==> config.mk <==
export PLATFORM = sky130hd
export DESIGN_NAME = xor_block_encoder
export DESIGN_NICKNAME = d
export VERILOG_FILES = /design/src/rtl/xor_pkg.sv /design/src/rtl/xor_block_mask.sv /design/src/rtl/xor_block_encoder.sv
export SDC_FILE = /design/constraint.sdc
export NUM_CORES = 1
export LEC_CHECK = 0
export CORE_ASPECT_RATIO = 0.7
export CORE_UTILIZATION = 32
export DETAILED_ROUTE_END_ITERATION = 6
export DONT_BUFFER_PORTS = 1
export PLACE_DENSITY_LB_ADDON = 0.1
export SYNTH_ARGS = -nofsm -noshare
export SYNTH_HDL_FRONTEND = slang
export SYNTH_HIERARCHICAL = 1
export SYNTH_SLANG_ARGS = --single-unit
==> constraint.sdc <==
create_clock -name clk -period 5.05 [get_ports clk]
set_input_delay 0.7575 -clock clk [delete_from_list [all_inputs] [get_ports clk]]
set_output_delay 0.7575 -clock clk [all_outputs]
set_load 0.005 [all_outputs]
==> src/rtl/xor_pkg.sv <==
// Shared widths, FSM encoding and byte-placement helper for the XOR block encoder.
package xor_pkg;

  localparam int BLOCK_W         = 64;
  localparam int BYTE_W          = 8;
  localparam int BYTES_PER_BLOCK = 8;
  localparam int CNT_W           = 4;

  typedef enum logic [1:0] {
    ST_IDLE = 2'd0,
    ST_FILL = 2'd1,
    ST_SEND = 2'd2
  } state_t;

  // Byte k lands at bits [8k : 8k+7]; byte 0 is the leftmost byte of the block.
  function automatic logic [0:BLOCK_W-1] put_byte(input logic [0:BLOCK_W-1] blk,
                                                  input logic [2:0]         idx,
                                                  input logic [0:BYTE_W-1]  b);
    logic [0:BLOCK_W-1] r;
    r = blk;
    r[{idx, 3'b000} +: BYTE_W] = b;
    return r;
  endfunction

endpackage

==> src/rtl/xor_block_mask.sv <==
// Combinational 64-bit key mask: bit i of the key masks bit i of the data.
module xor_block_mask
  import xor_pkg::*;
(
  input  logic [0:BLOCK_W-1] data,
  input  logic [0:BLOCK_W-1] key,
  output logic [0:BLOCK_W-1] masked
);

  assign masked = data ^ key;

endmodule

==> src/rtl/xor_block_encoder.sv <==
// Packs plaintext bytes into 64-bit blocks, masks them with a latched key and
// hands each block out through a valid/ready port.
module xor_block_encoder
  import xor_pkg::*;
(
  input  logic               clk,
  input  logic               rst_n,
  input  logic               key_load,
  input  logic [0:BLOCK_W-1] key_in,
  input  logic               in_valid,
  output logic               in_ready,
  input  logic [0:BYTE_W-1]  in_byte,
  input  logic               in_last,
  output logic               out_valid,
  input  logic               out_ready,
  output logic [0:BLOCK_W-1] out_block,
  output logic [CNT_W-1:0]   out_count,
  output logic               out_last
);

  state_t             state_q, state_d;
  logic [CNT_W-1:0]   cnt_q;
  logic [0:BLOCK_W-1] key_q;
  logic [0:BLOCK_W-1] blk_q;
  logic [0:BLOCK_W-1] blk_next;
  logic [0:BLOCK_W-1] masked_blk;
  logic [0:BLOCK_W-1] out_block_q;
  logic [CNT_W-1:0]   out_count_q;
  logic               out_last_q;
  logic               rdy_q;
  logic               accept;
  logic               complete;
  logic               load_key;
  logic               send_done;

  // Unwritten byte positions of blk_q are always zero, so masking blk_next
  // directly yields the zero-padded ciphertext.
  xor_block_mask u_mask (
    .data   (blk_next),
    .key    (key_q),
    .masked (masked_blk)
  );

  always_comb begin
    state_d   = state_q;
    in_ready  = 1'b0;
    out_valid = 1'b0;
    load_key  = 1'b0;
    send_done = 1'b0;
    accept    = 1'b0;
    complete  = 1'b0;
    blk_next  = blk_q;
    case (state_q)
      ST_IDLE: begin
        // A key load takes the cycle, so the new key applies from the next block on.
        load_key = rdy_q & key_load;
        in_ready = rdy_q & ~key_load;
      end
      ST_FILL: in_ready = 1'b1;
      ST_SEND: begin
        out_valid = 1'b1;
        if (out_ready) begin
          send_done = 1'b1;
          state_d   = ST_IDLE;
        end
      end
      default: state_d = ST_IDLE;
    endcase
    accept = in_valid & in_ready;
    if (accept) begin
      complete = in_last | (cnt_q == CNT_W'(BYTES_PER_BLOCK - 1));
      blk_next = put_byte(blk_q, cnt_q[2:0], in_byte);
      state_d  = complete ? ST_SEND : ST_FILL;
    end
  end

  always_ff @(posedge clk) begin
    if (!rst_n) begin
      state_q     <= ST_IDLE;
      cnt_q       <= '0;
      key_q       <= '0;
      blk_q       <= '0;
      out_block_q <= '0;
      out_count_q <= '0;
      out_last_q  <= 1'b0;
      rdy_q       <= 1'b0;
    end else begin
      rdy_q   <= 1'b1;
      state_q <= state_d;
      if (load_key) key_q <= key_in;
      if (accept) begin
        cnt_q <= cnt_q + CNT_W'(1);
        blk_q <= blk_next;
        if (complete) begin
          out_block_q <= masked_blk;
          out_count_q <= cnt_q + CNT_W'(1);
          out_last_q  <= in_last;
        end
      end
      if (send_done) begin
        cnt_q <= '0;
        blk_q <= '0;
      end
    end
  end

  assign out_block = out_block_q;
  assign out_count = out_count_q;
  assign out_last  = out_last_q;

endmodule

======== Yosys cells after proc, flatten, opt, wreduce, memory -nomap -nowiden ========
Index checks and enable logic that the tools add are counted.
operators by class
  add/sub/neg operators ................... 2
  $mul .................................... 0
  div/mod/pow operators ................... 0
  $lt $le $gt $ge ......................... 0
  equality and inequality tests ........... 5
  shift-type cells ........................ 2
  multiplexer cells ....................... 13
  bitwise operators ....................... 8
  reduce and logical (&&, ||, !) cells .... 5
operators with widths
  cell                                                    number
  variable shift 65 x 8 -> 64 bit (first input constant)  1
  indexed part select 65 x 8 -> 64 bit                    1
  bitwise mux 64 bit                                      1
  two-way mux 64 bit                                      1
  XOR 64 bit                                              1
  negator 7 -> 8 bit                                      1
  inverter 6 -> 7 bit                                     1
  two-way mux 1 bit                                       6
  two-way mux 2 bit                                       3
  adder 4 x 1 -> 4 bit (second input constant)            1
  equality test 4 x 3 -> 1 bit (second input constant)    1
  case mux 2 bit (2 select lines)                         1
  AND reduction 2 bit                                     2
  OR reduction 2 bit                                      2
  AND 1 bit                                               3
  != test 3 bit (second input constant)                   1
  equality test 2 x 1 -> 1 bit (second input constant)    1
  equality test 2 bit (second input constant)             1
  zero test 2 bit                                         1
  != test 2 x 1 -> 1 bit (second input constant)          1
  inverter 1 bit                                          2
  case mux 1 bit (2 select lines)                         1
  OR 1 bit                                                1
storage, ports and cells
  bits in registers ....................... 204
  bits in latches ......................... 0
  bits in writable memories ............... 0
  bits in read-only memories .............. 0
  input bits .............................. 78
  output and inout port bits .............. 71
  word-level logic and storage cells ...... 43
  memories kept ........................... 0

======== Logic depth before layout (Yosys ltp) ========
Gate-level depths: netlist of the first run.
  depth after elaboration ................. 6
  depth in mapped cells ................... 9
  depth with buffers taken out ............ 8

======== By module ========
Netlist of the first run, hierarchy kept.
by module, submodules not included
  module             times used  cells an instance  area an instance (µm²)  sequential area each (µm²)
  xor_block_encoder  1           1,008              8,025.2                 4,083.9
  xor_block_mask     1           64                 560.5                   0.0

======== Least setup slack after synthesis of the first run ========
Ideal clock, no wire load.
  path type ............................... input -> register
  start ................................... input in_valid
  end ..................................... register out_block_q, in the netlist out_block[54]
  setup time .............................. 0.059 ns
  arrival ................................. 2.023 ns
  data required time ...................... 4.991 ns
  path slack .............................. 2.968 ns
  stages .................................. 9
  buffers on the path ..................... 2
  cells stage by stage .................... nor2b_2 > buf_4 > o2111ai_2 > buf_2 > or2_1 > nand2_1 > xor2_1 > nand3_1 > nand2_1
on the way
  cells in the longest elaborated chain, start to end .. 3
  elaborated cells on any way between the ends .. 5
  classes of those cells .................. 2 x mux; 2 x bitwise; 1 x reduce/logical
RTL lines
  element                        line                     RTL
  start: declaration             xor_block_encoder.sv:10  input logic in_valid,
  AND 1 bit                      xor_block_encoder.sv:69  accept = in_valid & in_ready;
  two-way mux 64 bit             xor_block_encoder.sv:70  if (accept) begin
  named net blk_next, one bit    xor_block_encoder.sv:25  logic [0:BLOCK_W-1] blk_next;
  XOR 64 bit                     xor_block_mask.sv:10     assign masked = data ^ key;
  named net masked_blk, one bit  xor_block_encoder.sv:26  logic [0:BLOCK_W-1] masked_blk;
  end signal: assignment         xor_block_encoder.sv:95  out_block_q <= masked_blk;
  end: declaration               xor_block_encoder.sv:27  logic [0:BLOCK_W-1] out_block_q;
The timed path passes the listed nets, and every way through them passes these cells.
A chain may end at the register's enable or synchronous reset.

======== Worst setup path after layout of the first run ========
  start ................................... register state_q[1]
  end ..................................... register out_block_q, in the netlist out_block[28]
on the way
  cells in the longest elaborated chain, start to end .. 5
  elaborated cells on any way between the ends .. 8
  classes of those cells .................. 1 x eq/ne; 3 x mux; 2 x bitwise; 2 x reduce/logical
RTL lines
  element                                                          line                     RTL
  start: declaration                                               xor_block_encoder.sv:21  state_t state_q, state_d;
  start signal: assignment                                         xor_block_encoder.sv:89  state_q <= state_d;
  equality test 2 x 1 -> 1 bit or zero test 2 bit (tied branches)  xor_block_encoder.sv:53  case (state_q)
  case mux 1 bit (2 select lines) (*)                              xor_block_encoder.sv:53
  AND 1 bit (*)                                                    xor_block_encoder.sv:69
  two-way mux 64 bit (*)                                           xor_block_encoder.sv:70
  named net blk_next, one bit                                      xor_block_encoder.sv:25
  XOR 64 bit (*)                                                   xor_block_mask.sv:10
  named net masked_blk, one bit                                    xor_block_encoder.sv:26
Mark *: on every way through the listed nets, which the timed path passes. The rest lies on a longest branch.

==> metrics.md, run 1 <==
| Metric | Value |
|---|---|
| H-tree depth | 1 |
| CTS tree | yes |
| First-pass GRT wire length | 38600 µm |
| Worst skew pair latency | 0.53 ns |
| Max cap viols | 0 |
| Synth Net Count | 1156 |
| Via Count | 6825 |
| PD cells | 358 nW/µm² |
| Pre-CTS setup slack | 2.01 ns |
| Least-Margin Pin Slew | 1.15 ns |
| Clock tree sinks | 204 |
| Layout Skew | 0.0146 ns |
| Rows | 49 |
| GRT Util Overall | 18.4% |
| Largest net degree at the start of global routing | 206 |
| GP Congestion | 0.776 |
| HPWL Detailed | 17200 µm |
| Layout filler cell count | 2793 |
| FF+latch area | 4080 µm² |
| Slew Viols, Final | 0 |
| Port Buffers | 0 |
| Min-delay worst type | in -> reg |
| Hold buffers post-CTS | 0 |
| First-pass detailed-route iteration total | 5 |
| Gate count of the mapped netlist | 1072 |
| # DRC | 0 |
| Critical path peak fanout | 22 |
| Total gr overflow | 0 |
| Leakage | 4.24 nW |
| Grt met2 use | 24.9% |
| Top-Level Pins | 149 |
| Share of post-route cells with drive strength above 1 | 8.23% |
| Final WL | 25300 µm |
| Avg Vias per Cell | 4.86 |
| Run status | complete, no violations |
| Peak supply drop | 0.226 mV |
| Initial DRC Count | 322 |
| Mean post-synth cell area | 8.01 µm² |
| Vias in the first global route | 6241 |
| Die area | 27500 µm² |
| Mapped cell area | 8590 µm² |
| # Post-CTS Setup Buffers | 0 |
| Drt wl/cell | 18.0 µm |
| WP data required | 5.52 ns |
| Clock transition at path regs | 0.06 ns |
| Max-slew headroom | 23.1% |
| Initial antenna violation count | 3 |
| Instance area at placement | 8780 µm² |
| TNS Setup | 0 ns |
| Sequential area share after synthesis | 47.6% |
| Min-delay src | key_in[27] |
| Area growth syn-to-layout | 10.3% |
| Fin crit share | 52.3% |
| Grt peak-use layer | met1 |
| Die width | 198 µm |
| Cts bufs inserted | 22 |
| Final Cell Area | 9470 µm² |
| Met1 usage | 27.4% |
| Final setup fails | 0 |
| Yosys cell types | 36 |
| CTS Buffer Depth | 3 |
| Die height | 139 µm |
| Kind of end point of the critical path | flop |
| Min cycle time layout | 2.64 ns |
| Warnings, synthesis | 6 |
| Seq cells post-synth | 204 |
| Met3 GRT Util | 5.84% |
| Post-route insts no fill | 1404 |
| Core area | 26000 µm² |
| First element of the critical path | state_q[1]$_SDFFE_PN0P_ |
| Top achievable clock speed | 378 MHz |
| Critical path type | reg -> reg |
| Post-layout util | 36.4% |
| Root Buffer | clkbuf_16 |
| Multi-input gate area | 4190 µm² |
| CP Launch Type | flop |
| R2r startpoint | state_q[1]$_SDFFE_PN0P_ |
| Final hold viol count | 0 |
| Placed insts | 1362 |
| Number of antenna-violating nets in the routed design | 0 |
| Final WS setup | 2.41 ns |
| Post-cts gate resize count | 0 |
| Initial core utilization | 33.0% |
| Data arrival, critical path | 3.11 ns |
| Post-layout nets | 1113 |
| Unrepaired setup endpoints after global routing | no |
[metrics by stage]
step                      hold slack, ns  total power [mW]
after floorplan                    0.440              1.84
after detailed placement           0.453              1.87
after global placement             0.448              1.87
final                              0.371              3.39
after global routing               0.288              3.54
after CTS                          0.262              3.45
[worst paths after layout]
check                                to  slack [ns]  cells past startpoint
max          out_block[28]$_SDFFE_PN0P_        2.41                      7
min              key_q[27]$_SDFFE_PN0P_        0.37                      2
max reg2reg  out_block[28]$_SDFFE_PN0P_        2.41                      7
min reg2reg      blk_q[30]$_SDFFE_PP0P_        0.46                      2
[worst max-delay path, cell delays in order, from the launching register on]
cell and delay (ns):
dfxtp_1 0.35, nor2b_2 0.55, o21a_1 0.77, nand4_1 0.37, nand2_1 0.23, xor2_1 0.16, nand3_1 0.08, nand2_1 0.08
[cells by family after synthesis]
family,count (synthesis),share of synthesized area (%)
and+or+nand+nor,572,29.3
DFF,204,47.6
AOI/OAI and AO/OA,145,11.4
buffers and inverters,77,3.88
xor gates and xnor gates,67,6.83
adders and majority gates,6,0.874
muxes,1,0.117
[cells in the mapped netlist, drive strengths merged]
cell	n	area (µm²)
nand4	16	100
o221a	1	11.3
xor2	64	561
xnor2	3	26.3
o221ai	1	15.0
nor2	9	33.8
a211oi	1	7.51
or3b	1	8.76
or2	48	300
dfxtp	204	4080
ha	6	75.1
o21ai	1	5.00
mux2i	1	10.0
and3	2	12.5
clkbuf	43	161
nor3	1	5.00
o211ai	3	22.5
a21oi	64	320
nand2	352	1320
inv	4	15.0
o21a	2	15.0
and3b	1	8.76
o2111ai	6	83.8
nand3	136	681
a21boi	65	488
buf	30	156
o211a	1	10.0
nor2b	6	47.5
[where the power goes]
part / leakage, nW / internal (mW) / total (mW) / switching, mW
clock: 0.331 / 0.887 / 1.56 / 0.673
sequential: 1.65 / 1.64 / 1.67 / 0.0276
combinational: 2.26 / 0.0520 / 0.159 / 0.107
total: 4.24 / 2.58 / 3.39 / 0.808
[cell usage in the layout, fill, tap and decap left out, drive strengths merged, types with 2 or more instances in the layout]
cell type  instances
a21boi            65
a21oi             64
and3               2
buf                6
clkbuf            38
clkinv             2
dfxtp            204
diode              2
ha                 6
inv                4
nand2            352
nand3            136
nand4             16
nor2               9
nor2b              6
o2111ai            6
o211ai             3
o21a               2
or2               48
xnor2              3
xor2              64
[registers in the layout, indices dropped and copies added (netlist names)]
register   flops
blk_q         64
out_count      4
cnt_q          4
state_q        2
out_block     64
out_last       1
key_q         64
rdy_q          1
[per-layer routing]
metal | vias to the layer above | part of all wire (%) | wire length, µm
li1 | 3451 | - | -
met1 | 3167 | 51 | 12900
met2 | 166 | 40 | 10000
met3 | 39 | 7.4 | 1860
met4 | 2 | 2.1 | 522
met5 | - | 0.043 | 11
[area by class of cell]
type                            instances  area share [%]
Clock inverter                          2           0.225
Tap cell                              357            4.72
Clock buffer                           38            6.98
Sequential cell                       204            43.1
Timing Repair Buffer                    6           0.476
Inverter                                4           0.159
Antenna cell                            2          0.0529
Multi-Input combinational cell        791            44.3
Power figures use the tool's default switching activity.
==> run 2: changes to the inputs <==
==> constraint.sdc (replaced) <==
create_clock -name clk -period 2.5 [get_ports clk]
set_input_delay 0.375 -clock clk [delete_from_list [all_inputs] [get_ports clk]]
set_output_delay 0.375 -clock clk [all_outputs]
set_load 0.005 [all_outputs]
==> metrics.md, run 2 (synthesized netlist as in run 1, its figures left out) <==
| Metric | Value |
|---|---|
| Critical path peak fanout | 16 |
| Leakage | 4.46 nW |
| Commonest non-fill, non-tap cells in the layout | nand2_1, dfxtp_1, nand3_1 |
| Min-delay worst type | in -> reg |
| Largest net degree at the start of global routing | 193 |
| Top achievable clock speed | 435 MHz |
| Area growth syn-to-layout | 15.4% |
| Clock tree sinks | 204 |
| Reg-to-reg critical path endpoint | out_block[5]$_SDFFE_PN0P_ |
| HPWL Detailed | 17300 µm |
| Number of antenna-violating nets in the routed design | 0 |
| Die width | 198 µm |
| Vias in the first global route | 6480 |
| Data arrival, critical path | 2.76 ns |
| H-tree depth | 1 |
| Unrepaired setup endpoints after global routing | no |
| Initial antenna violation count | 0 |
| Port Buffers | 0 |
| Seq pwr share | 46.6% |
| Switching share of total power | 22.6% |
| Reg2reg setup slack | 0.20 ns |
| Top-Level Pins | 149 |
| Reg2Reg Depth | 8 |
| Drt wl/cell | 18.0 µm |
| Via Count | 6825 |
| Min cycle time layout | 2.30 ns |
| Root Buffer | clkbuf_16 |
| Fin crit share | 92.0% |
| Initial DRC Count | 373 |
| Die area | 27500 µm² |
| Final setup fails | 0 |
| R2r startpoint | state_q[1]$_SDFFE_PN0P_ |
| Internal power | 5.60 mW |
| Clock transition at path regs | 0.06 ns |
| Post-layout nets | 1146 |
| Share of post-route cells with drive strength above 1 | 9.76% |
| Layout Skew | 0.0124 ns |
| Worst skew pair latency | 0.51 ns |
| Comb pwr share | 5.2% |
| TNS Setup | 0 ns |
| CTS Buffer Depth | 3 |
| CP Launch Type | flop |
| Layout filler cell count | 2757 |
| Core area | 26000 µm² |
| First-pass detailed-route iteration total | 4 |
| Switching power | 1.64 mW |
| WP data required | 2.96 ns |
| Critical path type | reg -> reg |
| Cts bufs inserted | 22 |
| CTS tree | yes |
| Max-slew headroom | 47.2% |
| Peak supply drop | 0.330 mV |
| GP Congestion | 0.852 |
| PD cells | 731 nW/µm² |
| Most common cell after layout, fill and taps aside | nand2_1 |
| Rows | 49 |
| Final hold viol count | 0 |
| Slew Viols, Final | 0 |
| Overall Power | 7.24 mW |
| Antenna cells | 0 |
| Least-Margin Pin Slew | 0.788 ns |
| First-pass GRT wire length | 39900 µm |
| GRT Util Overall | 18.9% |
| Total gr overflow | 0 |
| Max cap viols | 0 |
| Final WL | 25800 µm |
| First element of the critical path | state_q[1]$_SDFFE_PN0P_ |
| Initial core utilization | 33.0% |
| # DRC | 0 |
| Clock share of power | 48.2% |
| Kind of end point of the critical path | flop |
| CP endpoint | out_block[5]$_SDFFE_PN0P_ |
| Run status | complete, no violations |
| Die height | 139 µm |
| Avg Vias per Cell | 4.76 |
run 2: cell types whose count changed in the layout (fill, tap and decap cells not counted):
cell	before	now
clkbuf_16	22	23
buf_4	6	14
diode_2	2	0
clkinv_2	1	2
buf_12	0	4
clkbuf_8	5	9
bufinv_16	0	2
clkinv_8	1	0
clkbuf_1	11	2
dlygate4sd3_1	0	21
run 2: timing repair:
action,in CTS,in global routing
setup endpoints to repair,0,0
gates resized for setup,0,0
hold buffers,21,0
setup buffers,0,0
endpoints found under the hold margin,27,0
run 2: through the flow:
stage / std cells / setup WS [ns] / utilization (%) / hold WS (ns) / area [µm²]
floorplan: 1072 / 0.701 / - / 0.403 / 8590
global placement: 1374 / 0.285 / 34.3 / 0.424 / 8920
detailed placement: 1374 / 0.208 / 34.3 / 0.428 / 8920
CTS: 1433 / 0.235 / 38.1 / 0.000597 / 9910
global route: 1433 / 0.000563 / 38.1 / 0.00641 / 9910
finish: 1433 / 0.199 / 38.1 / 0.0133 / 9910
run 2: metal layers:
| metal | track usage, % | vias to the layer above | share of wire (%) |
|---|---|---|---|
| met4 | 4.32 | 0 | 1.8 |
| li1 | - | 3509 | - |
| met2 | 25.6 | 128 | 39 |
| met1 | 28.8 | 3160 | 52 |
| met5 | 0 | - | 0 |
| met3 | 5.40 | 28 | 7.1 |
run 2: area by class of cell:
class	count	area [µm²]	area share, %
clock inverter	4	70.1	0.707
timing repair buffer	39	395	3.99
clock buffer	34	707	7.14
sequential	204	4080	41.2
tap	357	447	4.51
inverter	4	15.0	0.152
multi-input combinational	791	4190	42.3
run 2: power groups by stage:
stage	combinational, mW	sequential (mW)	clock (mW)
after detailed placement	0.349	3.45	0
final	0.378	3.37	3.49
after global placement	0.350	3.45	0
after floorplan	0.282	3.43	0
after CTS	0.386	3.37	3.61
after global routing	0.422	3.38	3.73
run 2: worst max-delay path, stage by stage (launching register included):
cell and delay [ns]:
dfxtp_1 0.34, nor2b_2 0.38, buf_4 0.23, o2111ai_2 0.41, or2_2 0.48, nand2_1 0.09, xor2_1 0.14, nand3_1 0.08
nand2_1 0.08
run 2: worst min path at each step:
stage               start                      to  slack [ns]  cells past startpoint
2_1_floorplan       rst_n           rdy_q$_DFF_P_        0.40                      0
5_1_grt        key_in[21]  key_q[21]$_SDFFE_PN0P_       0.006                      2
3_5_place_dp        rst_n           rdy_q$_DFF_P_        0.43                      0
3_3_place_gp        rst_n           rdy_q$_DFF_P_        0.42                      0
6_report       key_in[56]  key_q[56]$_SDFFE_PN0P_        0.01                      2
4_1_cts        key_in[43]  key_q[43]$_SDFFE_PN0P_      0.0006                      2
==> run 3: changes to the inputs <==
--- a/config.mk
+++ b/config.mk
@@ -6,11 +6,10 @@
 export NUM_CORES = 1
 export LEC_CHECK = 0
 export CORE_ASPECT_RATIO = 0.7
-export CORE_UTILIZATION = 32
+export CORE_UTILIZATION = 60
 export DETAILED_ROUTE_END_ITERATION = 6
 export DONT_BUFFER_PORTS = 1
 export PLACE_DENSITY_LB_ADDON = 0.1
 export SYNTH_ARGS = -nofsm -noshare
 export SYNTH_HDL_FRONTEND = slang
-export SYNTH_HIERARCHICAL = 1
 export SYNTH_SLANG_ARGS = --single-unit
==> metrics.md, run 3 <==
| Metric | Value |
|---|---|
| Initial antenna violation count | 0 |
| CTS tree | yes |
| Warnings, synthesis | 0 |
| Critical path type | reg -> reg |
| Min cycle time layout | 2.08 ns |
| Fin crit share | 83.2% |
| HPWL Detailed | 12200 µm |
| Post-layout util | 67.3% |
| Rows | 35 |
| WHS Path Cells | 1 |
| Vias in the first global route | 5379 |
| Peak supply drop | 0.539 mV |
| Seq cells post-synth | 204 |
| Critical path peak fanout | 50 |
| Final setup fails | 0 |
| Drt wl/cell | 18.1 µm |
| Slew Viols, Final | 0 |
| Async SR Flop Fraction | 0% |
| CP max-delay cell | buf_4 |
| GRT Util Overall | 25.9% |
| R2r startpoint | cnt_q[0]$_SDFFE_PP0P_ |
| Max cap viols | 0 |
| Final WL | 18000 µm |
| Gate count of the mapped netlist | 807 |
| Most instantiated library cell after synthesis | dfxtp_1 |
| Reg-to-reg critical path endpoint | out_block[47]$_SDFFE_PN0P_ |
| Via Count | 5519 |
| Number of antenna-violating nets in the routed design | 0 |
| Largest cells by area after synthesis | dfxtp_1, mux2i_1, o2bb2ai_1, xor2_1, nand2_1 |
| Yosys cell types | 34 |
| Mux contribution to synthesized area | 8.04% |
| Initial core utilization | 62.0% |
| GP Congestion | 0.823 |
| Met1 usage | 35.9% |
| Avg Vias per Cell | 5.56 |
| Overall Power | 6.71 mW |
| Clock tree sinks | 204 |
| Area growth syn-to-layout | 8.63% |
| Core area | 13300 µm² |
| Crit path buf inv count | 1 |
| Cell breakdown of the critical path | ha_1, a31oi_1, nor2_8, nor2b_4, buf_4, o2bb2ai_1 |
| XOR/XNOR Fraction of Synth Area | 7.14% |
| TNS Setup | 0 ns |
| Total gr overflow | 0 |
| Met3 GRT Util | 6.73% |
| Layout Skew | 0.0142 ns |
| FF+latch area | 4080 µm² |
| Die area | 14200 µm² |
| Adder-cell share of the synthesized area | 0.913% |
| Min-delay worst type | in -> reg |
| Placed insts | 956 |
| Final hold viol count | 0 |
| Reg2Reg Depth | 6 |
| Min-delay src | rst_n |
| Clock transition at path regs | 0.07 ns |
| Least-Margin Pin Slew | 0.598 ns |
| Hold path endpoint | state_q[1]$_SDFFE_PN0P_ |
| Synth Area in Simple Gates | 14.6% |
| Cts bufs inserted | 20 |
| Post-synth top area cell | dfxtp_1 |
| Grt peak-use layer | met2 |
| Final Cell Area | 8930 µm² |
| Post-synth EDFFs | 0 |
| Antenna cells | 0 |
| Die width | 142 µm |
| Port Buffers | 0 |
| Run status | complete, no violations |
| Worst skew pair latency | 0.49 ns |
| Synth top cells by count | dfxtp_1, nand2_1, nor2_1 |
| Grt met2 use | 40.8% |
| Top achievable clock speed | 481 MHz |
| Commonest non-fill, non-tap cells in the layout | dfxtp_1, nand2_1, nor2_1 |
| Post-cts gate resize count | 0 |
| Share of post-route cells with drive strength above 1 | 7.19% |
| Layout filler cell count | 1057 |
| Synth Net Count | 891 |
| Instance area at placement | 8280 µm² |
| Post-route insts no fill | 992 |
| Mean post-synth cell area | 10.2 µm² |
| Mapped cell area | 8220 µm² |
| Post-layout nets | 878 |
| Multi-input gate area | 3830 µm² |
| Largest net degree at the start of global routing | 75 |
| Unrepaired setup endpoints after global routing | no |
| Root Buffer | clkbuf_16 |
| CP max stage delay | 0.51 ns |
| Data arrival, critical path | 2.49 ns |
| Main combinational cell family by area after synthesis | compound AO/OA/AOI/OAI gates |
| Kind of end point of the critical path | flop |
| # DRC | 0 |
| First-pass GRT wire length | 28700 µm |
| First-pass detailed-route iteration total | 5 |
| Initial DRC Count | 277 |
| Most used DFF post-synth | dfxtp_1 |
| Sequential area share after synthesis | 49.7% |
| Leakage | 3.54 nW |
| Compound-cell area share of the yosys netlist | 15.9% |
| Reg2reg setup slack | 0.42 ns |
| H-tree depth | 1 |
| PD cells | 751 nW/µm² |
| Area fraction of the dominant cell type after synthesis | 49.7% |
| WP data required | 2.91 ns |
| Max-slew headroom | 60.1% |
| Most common cell after layout, fill and taps aside | dfxtp_1 |
| CP top delay family | compound AO/OA/AOI/OAI gates |
| CTS Buffer Depth | 3 |
| CP Launch Type | flop |
| Die height | 99.9 µm |
| Top-Level Pins | 149 |
-- run 3: cell types whose count changed after synthesis, sizes merged, moves of 4 or more --
| cell | previous run | this run |
|---|---|---|
| nor2b | 6 | 10 |
| nand4 | 16 | 0 |
| a21oi | 64 | 1 |
| nand2 | 352 | 137 |
| nor2 | 9 | 73 |
| o2bb2ai | 0 | 64 |
| mux2i | 1 | 66 |
| and2 | 0 | 40 |
| nand3 | 136 | 1 |
| clkbuf | 43 | 16 |
| or2 | 48 | 0 |
-- run 3: per-stage QoR --
| step | worst slack (ns) | hold slack [ns] |
|---|---|---|
| after floorplan | 0.828 | 0.403 |
| after global placement | 0.534 | 0.412 |
| after detailed placement | 0.449 | 0.412 |
| after CTS | 0.426 | 0.0114 |
| after global routing | 0.234 | 0.0138 |
| final | 0.420 | 0.0236 |
-- run 3: worst max path at each step --
stage | cells past startpoint | from | slack [ns] | end
CTS | 6 | cnt_q[0]$_SDFFE_PP0P_ | 0.43 | out_block[47]$_SDFFE_PN0P_
detailed placement | 6 | cnt_q[0]$_SDFFE_PP0P_ | 0.45 | out_block[47]$_SDFFE_PN0P_
finish | 6 | cnt_q[0]$_SDFFE_PP0P_ | 0.42 | out_block[47]$_SDFFE_PN0P_
global route | 6 | cnt_q[0]$_SDFFE_PP0P_ | 0.23 | out_block[61]$_SDFFE_PN0P_
floorplan | 6 | cnt_q[0]$_SDFFE_PP0P_ | 0.83 | out_block[10]$_SDFFE_PN0P_
global placement | 6 | cnt_q[0]$_SDFFE_PP0P_ | 0.53 | out_block[57]$_SDFFE_PN0P_
-- run 3: area by class of cell --
cell class | instances | area share, %
flip-flops and latches | 204 | 45.7
repair buffers | 12 | 1.46
clock buffers | 31 | 6.87
multi-input cells | 552 | 42.9
clock inverters | 4 | 0.294
well taps | 185 | 2.59
inverters | 4 | 0.168
-- run 3: power by group --
group          internal [mW]  switching (mW)  leakage (nW)
sequential              3.33          0.0603          1.65
combinational          0.157           0.251          1.58
clock                   1.69            1.22         0.313
total                   5.18            1.53          3.54
-- run 3: routing by layer --
| layer | wire, µm | share of wire [%] |
|---|---|---|
| met1 | 8450 | 47 |
| met2 | 7970 | 44 |
| met3 | 1290 | 7.2 |
| met4 | 255 | 1.4 |
| met5 | 0 | 0 |
-- run 3: cells by family after synthesis --
family | count (synthesis)
AOI/OAI and AO/OA | 146
adders and majority gates | 6
DFF | 204
buffers and inverters | 51
muxes | 66
xor gates and xnor gates | 67
and+or+nand+nor | 267
-- run 3: repair_timing --
item	4_1_cts	5_1_grt
endpoints found under the hold margin	1	0
hold buffers	1	0
setup buffers	0	0
